`src/rtl/life_pkg.sv`:
```
// Shared definitions for the life sequencer: FSM state encoding, default grid
// geometry, generation counter width and the period word width.
package life_pkg;

  localparam int ROWS_DEF  = 8;
  localparam int COLS_DEF  = 8;
  localparam int GEN_W_DEF = 16;
  localparam int PERIOD_W  = 30;

  typedef enum logic [2:0] {
    S_IDLE  = 3'd0,
    S_LOAD  = 3'd1,
    S_ARM   = 3'd2,
    S_RUN   = 3'd3,
    S_PAUSE = 3'd4,
    S_STEP  = 3'd5
  } life_state_e;

endpackage

```
`src/rtl/life_sequencer_if.sv`:
```
// Row-load handshake between a pattern source (master) and the sequencer (slave).
interface life_sequencer_if #(
  parameter int COLS = 8
);

  logic            load_valid;
  logic [COLS-1:0] load_row;
  logic            load_ready;

  modport master (output load_valid, output load_row, input load_ready);
  modport slave  (input load_valid, input load_row, output load_ready);

endinterface

```
`src/rtl/gen_divider.sv`:
```
// Generation-rate divider: counts 0..max(period,1)-1 while enabled and emits a
// one-cycle tick on the terminal count; holds its value while disabled.
module gen_divider
  import life_pkg::*;
(
  input  logic                qzt_clk,
  input  logic                rst,
  input  logic                en,
  input  logic                clr,
  input  logic [PERIOD_W-1:0] period,
  output logic                tick
);

  logic [PERIOD_W-1:0] count_reg;
  logic [PERIOD_W-1:0] count_next;
  logic [PERIOD_W-1:0] term;

  // ">=" rather than "==" so a shrinking period wraps straight away
  assign term = (period == '0) ? '0 : period - PERIOD_W'(1);
  assign tick = en && (count_reg >= term);

  always_comb begin
    count_next = count_reg;
    if (clr)
      count_next = '0;
    else if (tick)
      count_next = '0;
    else if (en)
      count_next = count_reg + PERIOD_W'(1);
  end

  always_ff @(posedge qzt_clk or posedge rst) begin
    if (rst)
      count_reg <= '0;
    else
      count_reg <= count_next;
  end

endmodule

```
`src/rtl/life_sequencer.sv`:
```
// Game-of-life sequencer: loads a start pattern, paces generations of an
// external cell array and stops it on extinction or still life.
module life_sequencer
  import life_pkg::*;
#(
  parameter int ROWS  = ROWS_DEF,
  parameter int COLS  = COLS_DEF,
  parameter int GEN_W = GEN_W_DEF
) (
  input  logic                 qzt_clk,
  input  logic                 rst,
  input  logic [PERIOD_W-1:0]  period,
  input  logic                 cmd_run,
  input  logic                 cmd_pause,
  input  logic                 cmd_step,
  input  logic                 cmd_load,
  life_sequencer_if.slave      load_if,
  input  logic [ROWS*COLS-1:0] grid_state,
  output logic [ROWS*COLS-1:0] initial_state,
  output logic                 set_state,
  output logic                 gen_tick,
  output logic [GEN_W-1:0]     gen_count,
  output logic                 running,
  output logic                 extinct,
  output logic                 still
);

  localparam logic [2:0] IDLE  = S_IDLE;
  localparam logic [2:0] LOAD  = S_LOAD;
  localparam logic [2:0] ARM   = S_ARM;
  localparam logic [2:0] RUN   = S_RUN;
  localparam logic [2:0] PAUSE = S_PAUSE;
  localparam logic [2:0] STEP  = S_STEP;
  localparam int RIDX_W = (ROWS > 1) ? $clog2(ROWS) : 1;

  logic [1:0]           rst_sync_reg;
  logic                 rst_int;
  logic [2:0]           state_reg;
  logic [2:0]           state_next;
  logic [RIDX_W-1:0]    row_idx_reg;
  logic [ROWS*COLS-1:0] sample_reg;
  logic [ROWS*COLS-1:0] snapshot_reg;
  logic                 eval_d1_reg;
  logic                 eval_d2_reg;
  logic [GEN_W-1:0]     gen_count_reg;
  logic                 extinct_reg;
  logic                 still_reg;
  logic                 load_we;
  logic                 row_last;
  logic                 eval_live;
  logic                 extinct_ev;
  logic                 still_ev;
  logic                 div_en;
  logic                 div_tick;

  // Reset asserts immediately but releases two edges later
  always_ff @(posedge qzt_clk or posedge rst) begin
    if (rst)
      rst_sync_reg <= 2'b11;
    else
      rst_sync_reg <= {rst_sync_reg[0], 1'b0};
  end
  assign rst_int = rst_sync_reg[1];

  assign load_we  = (state_reg == LOAD) && load_if.load_valid;
  assign row_last = (row_idx_reg == RIDX_W'(ROWS - 1));

  for (genvar gi = 0; gi < ROWS; gi++) begin : g_row
    logic [COLS-1:0] row_reg;
    always_ff @(posedge qzt_clk or posedge rst_int) begin
      if (rst_int)
        row_reg <= '0;
      else if (load_we && (row_idx_reg == RIDX_W'(gi)))
        row_reg <= load_if.load_row;
    end
    assign initial_state[gi*COLS +: COLS] = row_reg;
  end

  // A verdict lands in states where the sequencer still owns the run
  assign eval_live  = eval_d2_reg &&
                      ((state_reg == RUN) || (state_reg == PAUSE) || (state_reg == STEP));
  assign extinct_ev = eval_live && (sample_reg == '0);
  assign still_ev   = eval_live && !extinct_ev && (sample_reg == snapshot_reg);

  assign div_en = (state_reg == RUN) && !extinct_ev && !still_ev && !cmd_pause;

  gen_divider u_div (
    .qzt_clk (qzt_clk),
    .rst     (rst_int),
    .en      (div_en),
    .clr     (state_reg == ARM),
    .period  (period),
    .tick    (div_tick)
  );

  always_comb begin
    state_next = state_reg;
    case (state_reg)
      IDLE: begin
        if (cmd_load)     state_next = LOAD;
        else if (cmd_run) state_next = ARM;
      end
      LOAD: begin
        if (load_we && row_last) state_next = IDLE;
      end
      ARM: state_next = RUN;
      RUN: begin
        if (extinct_ev)                state_next = IDLE;
        else if (still_ev || cmd_pause) state_next = PAUSE;
      end
      PAUSE: begin
        if (extinct_ev)     state_next = IDLE;
        else if (still_ev)  state_next = PAUSE;
        else if (cmd_load)  state_next = LOAD;
        else if (cmd_pause) state_next = PAUSE;
        else if (cmd_step)  state_next = STEP;
        else if (cmd_run)   state_next = RUN;
      end
      STEP: begin
        if (extinct_ev) state_next = IDLE;
        else            state_next = PAUSE;
      end
      default: state_next = IDLE;
    endcase
  end

  always_ff @(posedge qzt_clk or posedge rst_int) begin
    if (rst_int) begin
      state_reg     <= IDLE;
      row_idx_reg   <= '0;
      sample_reg    <= '0;
      snapshot_reg  <= '0;
      eval_d1_reg   <= 1'b0;
      eval_d2_reg   <= 1'b0;
      gen_count_reg <= '0;
      extinct_reg   <= 1'b0;
      still_reg     <= 1'b0;
    end else begin
      state_reg <= state_next;
      if (state_reg != LOAD)
        row_idx_reg <= '0;
      else if (load_we)
        row_idx_reg <= row_idx_reg + RIDX_W'(1);
      // Capture one cycle after the cells update, judge it the cycle after
      eval_d1_reg <= gen_tick && (state_reg != ARM);
      eval_d2_reg <= eval_d1_reg;
      if (eval_d1_reg)
        sample_reg <= grid_state;
      if (state_reg == ARM) begin
        gen_count_reg <= '0;
        extinct_reg   <= 1'b0;
        still_reg     <= 1'b0;
        snapshot_reg  <= initial_state;
      end else begin
        if (gen_tick)
          gen_count_reg <= gen_count_reg + GEN_W'(1);
        if (extinct_ev)
          extinct_reg <= 1'b1;
        if (still_ev)
          still_reg <= 1'b1;
        if (eval_live)
          snapshot_reg <= sample_reg;
      end
    end
  end

  assign gen_tick           = (state_reg == ARM) || (state_reg == STEP) || div_tick;
  assign set_state          = (state_reg == ARM);
  assign load_if.load_ready = (state_reg == LOAD);
  assign running            = (state_reg == RUN);
  assign gen_count          = gen_count_reg;
  assign extinct            = extinct_reg;
  assign still              = still_reg;

endmodule

```
`src/flat_wrapper.sv`:
```
// flat-port wrapper written by rule: the top's interface ports become plain ports
module life_sequencer_flat import life_pkg::*;
#(
  parameter int ROWS  = ROWS_DEF,
  parameter int COLS  = COLS_DEF,
  parameter int GEN_W = GEN_W_DEF
)
  (qzt_clk, rst, period, cmd_run, cmd_pause, cmd_step, cmd_load, grid_state, initial_state, set_state, gen_tick, gen_count, running, extinct, still, load_if_load_valid, load_if_load_row, load_if_load_ready);
  life_sequencer_if #(.COLS(COLS)) load_if_i ();
  input  logic qzt_clk;
  input  logic rst;
  input  logic [PERIOD_W-1:0] period;
  input  logic cmd_run;
  input  logic cmd_pause;
  input  logic cmd_step;
  input  logic cmd_load;
  input  logic [ROWS*COLS-1:0] grid_state;
  output logic [ROWS*COLS-1:0] initial_state;
  output logic set_state;
  output logic gen_tick;
  output logic [GEN_W-1:0] gen_count;
  output logic running;
  output logic extinct;
  output logic still;
  input wire logic [$bits(load_if_i.load_valid)-1:0] load_if_load_valid;
  input wire logic [$bits(load_if_i.load_row)-1:0] load_if_load_row;
  output wire logic [$bits(load_if_i.load_ready)-1:0] load_if_load_ready;
  assign load_if_i.load_valid = load_if_load_valid;
  assign load_if_i.load_row = load_if_load_row;
  assign load_if_load_ready = load_if_i.load_ready;
  life_sequencer #(.ROWS(ROWS), .COLS(COLS), .GEN_W(GEN_W)) u_core (.qzt_clk(qzt_clk), .rst(rst), .period(period), .cmd_run(cmd_run), .cmd_pause(cmd_pause), .cmd_step(cmd_step), .cmd_load(cmd_load), .load_if(load_if_i), .grid_state(grid_state), .initial_state(initial_state), .set_state(set_state), .gen_tick(gen_tick), .gen_count(gen_count), .running(running), .extinct(extinct), .still(still));
endmodule
```
`config.mk`:
```
export PLATFORM = sky130hd
export DESIGN_NAME = life_sequencer_flat
export DESIGN_NICKNAME = d
export VERILOG_FILES = /design/src/rtl/life_pkg.sv /design/src/rtl/life_sequencer_if.sv /design/src/rtl/gen_divider.sv /design/src/rtl/life_sequencer.sv /design/src/flat_wrapper.sv
export SDC_FILE = /design/constraint.sdc
export NUM_CORES = 1
export LEC_CHECK = 0
export CORE_MARGIN = 8
export CORE_UTILIZATION = 52
export DETAILED_ROUTE_END_ITERATION = 7
export PLACE_DENSITY = 0.77
export SYNTH_ARGS = -nofsm -noshare
export SYNTH_HDL_FRONTEND = slang
export SYNTH_SLANG_ARGS = --single-unit
```
`constraint.sdc`:
```
create_clock -name qzt_clk -period 15.79 [get_ports qzt_clk]
set_clock_uncertainty 0.2 [all_clocks]
set_input_delay 3.158 -clock qzt_clk [delete_from_list [all_inputs] [get_ports qzt_clk]]
set_output_delay 3.158 -clock qzt_clk [all_outputs]
set_load 0.03 [all_outputs]
```
==> impl_metrics.yaml <==
logic_synthesis:
  ys_ff_latch: 250
  yosys.area.top_type: "dfrtp_1"
  postSynthCellCount: 1314
  yosysTopAreaCellShare_pct: 47.1
  async_flop_share_pct: 100
  yosysUniqueCellTypes: 67
  synth-edff-count: 0
  seq_area_frac_synth_pct: 47.5
  synth_ff_type: "dfrtp_1"
  synth.avg_cell_area_um2: 10.0
  synth_area_leaders: "dfrtp_1, mux2_2, nand2_1"
  synth_area_um2: 13200
  yosysWarnings: 0
  synth_fp_nets: 1462
power_and_ir_drop:
  vdd_drop_max_mv: 0.153
  switchingPower_w: 0.00120
  pwr_density_cell_nw_per_um2: 183
  power_frac_seq_pct: 39.0
  intPower_w: 0.00177
  clkPwrFrac_pct: 20.5
  leakage_nw: 7.02
  power_frac_comb_pct: 40.5
  switching_share_pct: 40.4
  total_power_w: 0.00297
clocking:
  cts_hold_buf: 0
  cts_tree: "built"
  clk_path_buf_depth: 3
  cts.sinks: 250
  ctsRootBufferMaster: "clkbuf_16"
  ctsResizeCount: 0
  clock_latency_ns: 0.54
  h-tree-depth: 1
  cts_buffers: 26
  cts_setup_buffers: 0
  clkSlewWorstSetupHoldPaths_ns: 0.06
timing:
  final_hold_viol_count: 0
  rsz0062_at_grt: "no"
  timing.final.crit_period_ns: 11.70
  setup_tns_ns: 0
  max_freq_mhz: 85.5
  tightest_slew_ns: 1.16
  slew_violations: 0
  slew_headroom_pct: 22.2
  fin_crit_sh_pct: 74.1
  setup_viol: 0
place:
  portBuffers: 194
  gp_congestion: 0.920
  dpl.hpwl_um: 28300
floorplanning:
  initial_utilization_pct: 52.6
  die_w_um: 175
  core_area_um2: 25000
  std_cell_rows: 58
  io_pins: 195
  die-area_um2: 30700
  die_h_um: 175
setup_path:
  crit_fanout: 25
  cp_data_required_time_ns: 12.43
  critPathKind: "input port to output pin"
  cp-end-kind: "output pin"
  r2r-start: "u_core.sample_reg[21]$_DFFE_PP0P_"
  cp.arrival_ns: 8.34
  crit_path_start: "period[8]"
  cp-start-kind: "input port"
route:
  final_antenna_net_count: 0
  drc: 0
  wl_um: 39600
  viasPerCell: 6.11
  vias: 11200
  drtPass1Iterations: 5
  wl_per_cell_um: 21.6
  drt_iter0_drc: 940
global_route:
  grt_pass1_vias: 10900
  grt-ovfl-total: 0
  grt_max_degree: 118
  grt_usage_pct: 25.0
  antenna_found_initial: 0
  grt_pass1_wl_um: 61500
finish:
  diodes: 0
  final_common_cell: "dfrtp_1"
  most-common-layout-cells: "dfrtp_1, nand2_1, clkdlybuf4s50_1"
  n_fill_cell: 2012
  synthToLayoutAreaGrowth_pct: 23.4
  drive_gt1_share_pct: 13.9
  final_nets: 1636
flow_run:
  cap_violations: 0
hold_path:
  hold_class: "flip-flop to flip-flop"
  hp-start: "u_core.rst_sync_reg[0]$_DFF_PP1_"
status:
  status: "complete, no violations"
logic make-up after synthesis:
family	synth area share, %
adders and majority gates	3.71
and+or+nand+nor	18.7
AOI/OAI and AO/OA	10.5
xor gates and xnor gates	6.12
other	0.0285
buffers and inverters	2.22
muxes	11.2
DFF	47.5
worst paths after layout:
path / endpoint / slack, ns / depth (start not counted)
min: u_core.rst_sync_reg[1]$_DFF_PP1_ / 0.16 / 0
max in group asynchronous: u_core.rst_sync_reg[0]$_DFF_PP1_ / 12.63 / 2
min in group asynchronous: u_core.g_row[5].row_reg[3]$_DFFE_PP0P_ / 0.21 / 1
min reg2reg: u_core.rst_sync_reg[1]$_DFF_PP1_ / 0.16 / 0
max reg2reg: u_core.gen_count[13]$_DFFE_PP0P_ / 11.56 / 9
max: gen_tick / 4.09 / 16
area by class of cell:
class                           instances  area (um2)  area share, %
Inverter                               17        71.3          0.439
Clock inverter                         11        93.8          0.577
Timing Repair Buffer                  204        2020           12.4
Clock buffer                           37         762           4.69
Tap cell                              330         413           2.54
Sequential cell                       250        6260           38.5
Multi-Input combinational cell        989        6640           40.8
cell usage after synthesis, drive strengths merged (4+ instances only):
library cell / count
ha: 39
or2: 7
buf: 12
dfrtp: 248
nor2b: 5
nor4: 39
and3: 13
nand2b: 13
a21oi: 23
mux2i: 4
o21ai: 42
or3: 10
nor2: 104
nand2: 210
a31oi: 68
a21o: 13
xnor2: 64
xor2: 28
inv: 17
and2: 4
o31ai: 21
a31o: 5
or4: 6
nor3: 27
a311o: 10
mux2: 128
nand4: 37
nand3: 32
clkbuf: 46
through the flow:
| step | hold WS (ns) | area [um2] | utilization, % | std cells | setup WS (ns) |
|---|---|---|---|---|---|
| final | 0.157 | 16300 | 64.9 | 1838 | 4.09 |
| after global routing | 0.160 | 16300 | 64.9 | 1838 | 3.69 |
| after CTS | 0.158 | 16300 | 64.9 | 1838 | 4.06 |
| after detailed placement | 0.149 | 15400 | 61.5 | 1790 | 4.10 |
| after global placement | 0.147 | 15400 | 61.5 | 1790 | 4.24 |
| after floorplan | 0.145 | 13200 | - | 1314 | 5.55 |
metal layers:
layer / global-route usage (%) / vias to the layer above / part of all wire [%] / wire, um
met3: 5.35 / 86 / 7.4 / 2940
met5: 0 / - / 0 / 0
met2: 40.2 / 453 / 47 / 18700
li1: - / 5070 / - / -
met1: 33.2 / 5612 / 42 / 16700
met4: 8.44 / 0 / 3.4 / 1350
power groups by stage:
stage	combinational [W]	clock [W]	sequential, W
3_5_place_dp	0.00119	0	0.00116
5_1_grt	0.00128	0.000641	0.00119
3_3_place_gp	0.00117	0	0.00115
2_1_floorplan	0.000665	0	0.00121
4_1_cts	0.00120	0.000618	0.00115
6_report	0.00120	0.000609	0.00116
critical path, cell delays in order:
cell and delay, ns:
clkdlybuf4s50_1 0.49, or4_4 0.55, or3_4 0.37, or4_4 0.48, nor2_1 0.15, and3_1 0.36, nand2_4 0.22, nand2_1 0.12
ha_1 0.24, and4_1 0.24, a311oi_1 0.29, nor3_1 0.08, o41ai_1 0.46, a21o_1 0.37, o21ai_1 0.14, clkdlybuf4s50_1 0.62
No activity file was read; power rests on OpenSTA's default activity.
